===== src/rtl/router_pkg.sv =====
// ============================================================================
// Module      : router_pkg
// Description : Shared types and constants for the router ingress block.
// Revision    : 1.0
// ============================================================================
`default_nettype none

package router_pkg;

  localparam int         NUM_PORTS    = 3;
  localparam int         LEN_W        = 6;
  localparam logic [1:0] ADDR_INVALID = 2'd3;

  typedef enum logic [2:0] {
    ST_IDLE        = 3'd0,
    ST_WAIT_EMPTY  = 3'd1,
    ST_LOAD_HDR    = 3'd2,
    ST_LOAD_DATA   = 3'd3,
    ST_LOAD_PARITY = 3'd4,
    ST_DROP        = 3'd5
  } state_t;

  // Header carries the payload length in its upper six bits.
  function automatic logic [LEN_W-1:0] hdr_len(input logic [7:0] hdr);
    return hdr[7:2];
  endfunction

endpackage

`default_nettype wire


===== src/rtl/router_ingress.sv =====
// ============================================================================
// Module      : router_ingress
// Description : Packet ingress FSM steering header/payload/parity bytes to one
//               of three destination FIFOs, with parity checking and drop.
// Revision    : 1.0
// ============================================================================
`default_nettype none

module router_ingress
  import router_pkg::*;
(
  input  logic                 clk,
  input  logic                 rst,
  input  logic                 pkt_valid,
  input  logic [7:0]           data_in,
  input  logic [NUM_PORTS-1:0] fifo_full,
  input  logic [NUM_PORTS-1:0] fifo_empty,
  output logic [NUM_PORTS-1:0] write_enb,
  output logic                 lfd_state,
  output logic [7:0]           dout,
  output logic                 busy,
  output logic                 err
);

  state_t           r_state;
  logic [7:0]       r_hdr;
  logic [7:0]       r_parity;
  logic [LEN_W-1:0] r_remaining;
  logic             r_err;

  logic [1:0]       w_in_addr;
  logic [1:0]       w_addr;
  logic [3:0]       w_full_ext;
  logic [3:0]       w_empty_ext;
  logic             w_full;
  logic             w_dst_empty;
  logic             w_in_empty;
  logic             w_busy;
  logic             w_accept;
  logic             w_write;

  // Flags padded to four entries so a 2-bit address never indexes past the end.
  assign w_in_addr   = data_in[1:0];
  assign w_addr      = r_hdr[1:0];
  assign w_full_ext  = {1'b0, fifo_full};
  assign w_empty_ext = {1'b0, fifo_empty};
  assign w_full      = w_full_ext[w_addr];
  assign w_dst_empty = w_empty_ext[w_addr];
  assign w_in_empty  = w_empty_ext[w_in_addr];

  always_comb begin
    w_busy = 1'b0;
    case (r_state)
      ST_WAIT_EMPTY, ST_LOAD_HDR:   w_busy = 1'b1;
      ST_LOAD_DATA, ST_LOAD_PARITY: w_busy = w_full;
      default:                      w_busy = 1'b0;
    endcase
  end

  assign w_accept = pkt_valid & ~w_busy;

  // Payload and parity pass straight through to the FIFO in the accepting cycle.
  always_comb begin
    w_write   = 1'b0;
    lfd_state = 1'b0;
    dout      = 8'd0;
    case (r_state)
      ST_LOAD_HDR: begin
        if (!w_full) begin
          w_write   = 1'b1;
          lfd_state = 1'b1;
          dout      = r_hdr;
        end
      end
      ST_LOAD_DATA, ST_LOAD_PARITY: begin
        if (w_accept) begin
          w_write = 1'b1;
          dout    = data_in;
        end
      end
      default: ;
    endcase
  end

  assign write_enb = w_write ? (NUM_PORTS'(1) << w_addr) : '0;
  assign busy      = w_busy;
  assign err       = r_err;

  always_ff @(posedge clk or negedge rst) begin
    if (!rst) begin
      r_state     <= ST_IDLE;
      r_hdr       <= 8'd0;
      r_parity    <= 8'd0;
      r_remaining <= '0;
      r_err       <= 1'b0;
    end else begin
      case (r_state)
        ST_IDLE: begin
          if (w_accept) begin
            r_hdr       <= data_in;
            r_parity    <= data_in;
            r_remaining <= hdr_len(data_in);
            if (w_in_addr == ADDR_INVALID) begin
              r_state <= ST_DROP;
            end else begin
              r_err   <= 1'b0;
              r_state <= w_in_empty ? ST_LOAD_HDR : ST_WAIT_EMPTY;
            end
          end
        end
        ST_WAIT_EMPTY: begin
          if (w_dst_empty) r_state <= ST_LOAD_HDR;
        end
        ST_LOAD_HDR: begin
          if (!w_full) r_state <= (r_remaining != '0) ? ST_LOAD_DATA : ST_LOAD_PARITY;
        end
        ST_LOAD_DATA: begin
          if (w_accept) begin
            r_parity    <= r_parity ^ data_in;
            r_remaining <= r_remaining - LEN_W'(1);
            if (r_remaining == LEN_W'(1)) r_state <= ST_LOAD_PARITY;
          end
        end
        ST_LOAD_PARITY: begin
          if (w_accept) begin
            r_err   <= (data_in != r_parity);
            r_state <= ST_IDLE;
          end
        end
        ST_DROP: begin
          // Dropped packets consume len payload bytes plus the parity byte.
          if (w_accept) begin
            if (r_remaining == '0) r_state <= ST_IDLE;
            else r_remaining <= r_remaining - LEN_W'(1);
          end
        end
        default: r_state <= ST_IDLE;
      endcase
    end
  end

endmodule

`default_nettype wire


===== config.mk =====
export PLATFORM = sky130hd
export DESIGN_NAME = router_ingress
export DESIGN_NICKNAME = d
export VERILOG_FILES = /design/src/rtl/router_pkg.sv /design/src/rtl/router_ingress.sv
export SDC_FILE = /design/constraint.sdc
export NUM_CORES = 1
export LEC_CHECK = 0
export BUFFER_PORTS_ARGS = -buffer_cell sky130_fd_sc_hd__buf_2
export CAP_MARGIN = 20
export CORE_ASPECT_RATIO = 0.9
export CORE_UTILIZATION = 56
export DETAILED_ROUTE_END_ITERATION = 8
export PLACE_DENSITY = 0.76
export SETUP_SLACK_MARGIN = 0.05
export SLEW_MARGIN = 10
export SYNTH_ARGS = -nofsm -noshare
export SYNTH_HDL_FRONTEND = slang
export SYNTH_SLANG_ARGS = --single-unit
export TNS_END_PERCENT = 50

===== constraint.sdc =====
create_clock -name clk -period 2.9 [get_ports clk]
set_input_delay 0.435 -clock clk [delete_from_list [all_inputs] [get_ports clk]]
set_output_delay 0.435 -clock clk [all_outputs]
set_load 0.02 [all_outputs]

Yosys cells after proc, flatten, opt, wreduce, memory -nomap -nowiden. Index checks and enable logic that the tools add are counted.

Logic and storage cells: 82. Input bits: 17. Output and inout bits: 14. Flip-flop bits (word level): 26.

Shift-type cells: 1. Reductions and logical operators: 13. Order comparisons: 2. $add $sub $neg: 1. Equality and inequality tests: 18. Bitwise logic cells: 3. Multiplexer cells: 39.

Operator list (count): $mux W3 (11); $mux W8 (4); $pmux W8 S2 (2); $mux W6 (4); $ne A2 B2 Y1 const B (10); $pmux W3 S6 (1); $pmux W6 S3 (1); $mux W1 (9); $ne A8 B8 Y1 (1); $reduce_and A8 Y1 (1); $xor A8 B8 Y8 (1); $bmux W1 S2 (3); $eq A3 B2 Y1 const B (2); $eq A3 B3 Y1 const B (2); $eq A6 B1 Y1 const B (1); $logic_not A6 Y1 (1); $lt A2 B3 Y1 const B (2); $pmux W1 S2 (3); $reduce_bool A6 Y1 (1); $sub A6 B1 Y6 const B (1); $reduce_and A5 Y1 (1); $reduce_and A4 Y1 (1); $reduce_bool A2 Y1 (2); $reduce_or A2 Y1 (2); 10 further kinds (10).

Logic depth before layout (Yosys ltp).
Depth after elaboration: 8. Gate-level depth with buffers: 8. Gate-level depth less buffers: 6.

Worst setup path before layout. No wires, ideal clock.

Path kind: flip-flop to output port. Start: register r_hdr[0]. End: output port write_enb[0]. Stages on the path, launching flop included: 8. Data required time: 2.465 ns. Path slack: 0.355 ns. Arrival: 2.110 ns. Path buffers: 2. Cell sequence: dfrtp_1 > buf_6 > mux2_4 > a21o_1 > buf_6 > nor3_4 > nor2_2 > nor3_1.

Cells in the longest elaborated chain, start to end: 8.

Ends and longest elaborated chain: start, declared (line router_ingress.sv:26) `logic [7:0] r_hdr;`; start signal, assigned (line router_ingress.sv:100) `r_hdr <= data_in;`; $bmux W1 S2 (line router_ingress.sv:47) `assign w_full = w_full_ext[w_addr];`; $mux W1 (not written as such) (line router_ingress.sv:47); $pmux W1 S2 (line router_ingress.sv:53) `case (r_state)`; $not A1 Y1 (line router_ingress.sv:60) `assign w_accept = pkt_valid & ~w_busy;`; $and A1 B1 Y1 (line router_ingress.sv:60); $mux W1 (line router_ingress.sv:76) `if (w_accept) begin`; $pmux W1 S2 (line router_ingress.sv:67) `case (r_state)`; $mux W3 * (line router_ingress.sv:85) `assign write_enb = w_write ? (NUM_PORTS'(1) << w_addr) : '0;`; end, declared (line router_ingress.sv:18) `output logic [NUM_PORTS-1:0] write_enb,`.

Mark *: on every way between the ends. The rest lies on a longest branch, timed or not. The select of a mux whose other input is x is not followed.

Worst setup path after layout.
Start: register r_hdr[0]. End: output port write_enb[1].

Same word-level chain as after synthesis.

==> metrics.md <==
| Metric | Value |
|---|---|
| Run status | `complete, no violations` |
| M3 GR Usage | `0.0244` |
| Total global routing overflow | `0` |
| R2r startpoint | `r_hdr[0]$_DFFE_PN0P_` |
| Classification of the worst setup path | `reg2out` |
| Worst-margin pin slew | `0.740 ns` |
| Nets | `243` |
| GR Util met1 | `0.372` |
| Die Y | `56.5 um` |
| Skew-Pair Late Insertion Delay | `0.32 ns` |
| Area grow syn2layout | `11.4%` |
| Setup Slack @ Placement | `0.369 ns` |
| Synth cell types | `50` |
| Top-count cell post-synth | `dfrtp_1` |
| Flop2flop setup slack | `0.50 ns` |
| Total track usage | `0.271` |
| Post-CTS Hold Fix Bufs | `0` |
| Post-Route WL | `4.29 mm` |
| Initial core utilization | `0.598` |
| Fillers | `265` |
| Top cells by area, synth | `dfrtp_1, mux2_2, o21ai_0` |
| Worst hold path class | `in2async` |
| RSZ-0062 raised after global routing | `no` |
| Post-Route Utilization | `0.667` |
| Top FF cell, synth | `dfrtp_1` |
| Final setup margin | `0.210 ns` |
| Post-synthesis sequential area ratio | `0.352` |
| Via density | `6.34` |
| Setup TNS Final | `0 ns` |
| CTS Root Cell | `clkbuf_4` |
| Most Crowded Layer GR | `met2` |
| Largest net degree at the start of global routing | `27` |
| DR vias | `1668` |
| Post-route DRC | `0` |
| Fin Hold WS | `0.0923 ns` |
| WL/cell | `16.3 um` |
| ANT cells | `0` |
| GPL Wtd Cong | `0.879` |
| Max-cap violations | `0` |
| Cells after Synth | `192` |
| # rows | `19` |
| # IOs | `31` |
| Layout cells sized above 1 | `0.308` |
| Critical path, cell by cell | `mux2_4 -> a21o_1 -> nor3b_2 -> buf_4 -> nor2_2 -> nor3b_2 -> buf_2` |
| Crit-path max cell delay | `0.49 ns` |
| Leading area contributor after synthesis | `dfrtp_1` |
| PD cells | `1040 mW/mm2` |
| Fin crit share | `0.928` |
| Die ar. | `0.00354 mm2` |
| Clk buf depth | `2` |
| Crit Reg-Reg Endpoint | `r_parity[7]$_DFFE_PN0P_` |
| Synth warnings | `0` |
| Sequential cell area | `652 um2` |
| DRT iter0 DRCs | `150` |
| EDFF count, synth | `0` |
| Critical path's top delay family | `flip-flops` |
| Routed Antenna Nets | `0` |
| Rel. slew slack | `0.507` |
| Mean area per synthesized cell | `9.63 um2` |
| Crit-path most repeated cell | `nor3b_2` |
| Vias in the first global route | `1611` |
| CTS Sinks | `26` |
| CTS tree | `yes` |
| Clock Pin Slew Worst Setup and Hold Paths | `0.14 ns` |
| Post-DP HPWL | `3.12 mm` |
| 1st-pass router iterations | `5` |
| Hold Vio Cnt, Final | `0` |
| Critical Path AT | `2.26 ns` |
| Inserted Clock Buffers | `3` |
| # port buffers | `30` |
| GR Layer Usage met2 | `0.450` |
| Synthesized cell area | `0.00185 mm2` |
| Commonest cells post-synth | `dfrtp_1, o21ai_0, a21oi_1, mux2_2, nand3_1` |
| Width of the die | `62.6 um` |
| R2R depth | `5` |
| Startpoint Class | `flip-flop` |
| Ys async rst share | `1.00` |
| Area of the core | `0.00309 mm2` |
| Slew Limit Fails | `0` |
| Flops & latches, synth | `26` |
| Max Fanout on Critical Path | `10` |
| Syn nets | `212` |
| Antenna violations before repair | `0` |
| Final worst clock skew | `0.00350 ns` |
| Share of the synthesized area in the top cell type | `0.352` |
| Multi-input gate area | `0.00112 mm2` |
| Final min period | `2.69 ns` |
| Leakage power figure | `0.902 nW` |
| Total Power | `0.00215 W` |
| Required @ worst endpoint | `2.47 ns` |
| Slowest cell on the critical path | `dfrtp_2` |
| H-tree depth | `1` |
| Final setup fails | `0` |
| Worst VDD drop | `0.000518 V` |
| First-pass GRT wire length | `7.58 mm` |
| Max Clock Freq | `372 MHz` |
| CP Buf/Inv Count | `2` |
| Crit end category | `primary output` |
[routing by layer]
| metal | part of all wire | vias up |
|---|---|---|
| li1 | - | 786 |
| met1 | 0.44 | 805 |
| met2 | 0.49 | 67 |
| met3 | 0.057 | 10 |
| met4 | 0.014 | 0 |
| met5 | 0 | - |
[sequential cells by signal (all words and copies together) (netlist names)]
name,cells
err,1
r_hdr,8
r_parity,8
r_remaining,6
r_state,3
[repair_timing]
action	4_1_cts	5_1_grt
setup endpoints to repair	4	4
pin swaps	1	0
endpoints found under the hold margin	0	0
gates resized for setup	0	1
buffers inserted	3	0
gates cloned	0	0
[worst register-to-register path, delay by kind of cell (launching register included)]
family	cells	cell delay, ns
mux	1	0.33
flops	1	0.49
compound gates	4	1.49
[how the worst max path moves through the flow]
stage	cells after the start	endpoint	start
finish	7	write_enb[1]	r_hdr[0]$_DFFE_PN0P_
global route	7	write_enb[2]	r_hdr[0]$_DFFE_PN0P_
CTS	7	write_enb[1]	r_hdr[0]$_DFFE_PN0P_
detailed placement	6	write_enb[1]	r_hdr[0]$_DFFE_PN0P_
global placement	7	write_enb[1]	fifo_full[0]
floorplan	7	write_enb[0]	r_hdr[0]$_DFFE_PN0P_
[logic make-up after synthesis]
group	share of synthesized area
flip-flops	0.352
buffers and inverters	0.0446
AND/OR/NAND/NOR	0.155
AO/OA/AOI/OAI	0.311
adder cells (fa/ha/maj)	0.0203
XOR/XNOR	0.0426
multiplexers	0.0744
[placed cells by master (no fill, tap or decap), types with 3 or more instances in the layout]
cell type   n
buf_2      30
dfrtp_1    25
o21ai_0    18
a21oi_1    14
nand3_1    10
mux2_2     10
nand2_1     9
a22o_1      9
xor2_1      9
buf_4       7
a21oi_2     6
o211ai_1    5
inv_1       4
nor2_1      4
nand2b_1    4
nor3_1      4
o2bb2ai_1   4
a21o_1      3
a2bb2oi_1   3
ha_1        3
clkbuf_4    3
[power breakdown]
part	leakage [nW]	total [W]	internal [W]	switching [W]
Combinational	0.578	0.00124	0.000546	0.000689
Clock	0.0138	0.000158	0.0000487	0.000110
Sequential	0.311	0.000754	0.000546	0.000207
[cell type report]
cell class / instances / share of cell area
timing repair buffer: 37 / 0.0984
tap: 42 / 0.0255
multi-input combinational: 151 / 0.542
inverter: 4 / 0.00729
clock buffer: 3 / 0.0109
sequential: 26 / 0.316
[per-stage QoR]
| stage | std cells | instance area [um2] |
|---|---|---|
| floorplan | 192 | 1850 |
| global placement | 257 | 2010 |
| detailed placement | 257 | 2010 |
| CTS | 263 | 2060 |
| global route | 263 | 2060 |
| finish | 263 | 2060 |
(Power assumes the default switching activity.)
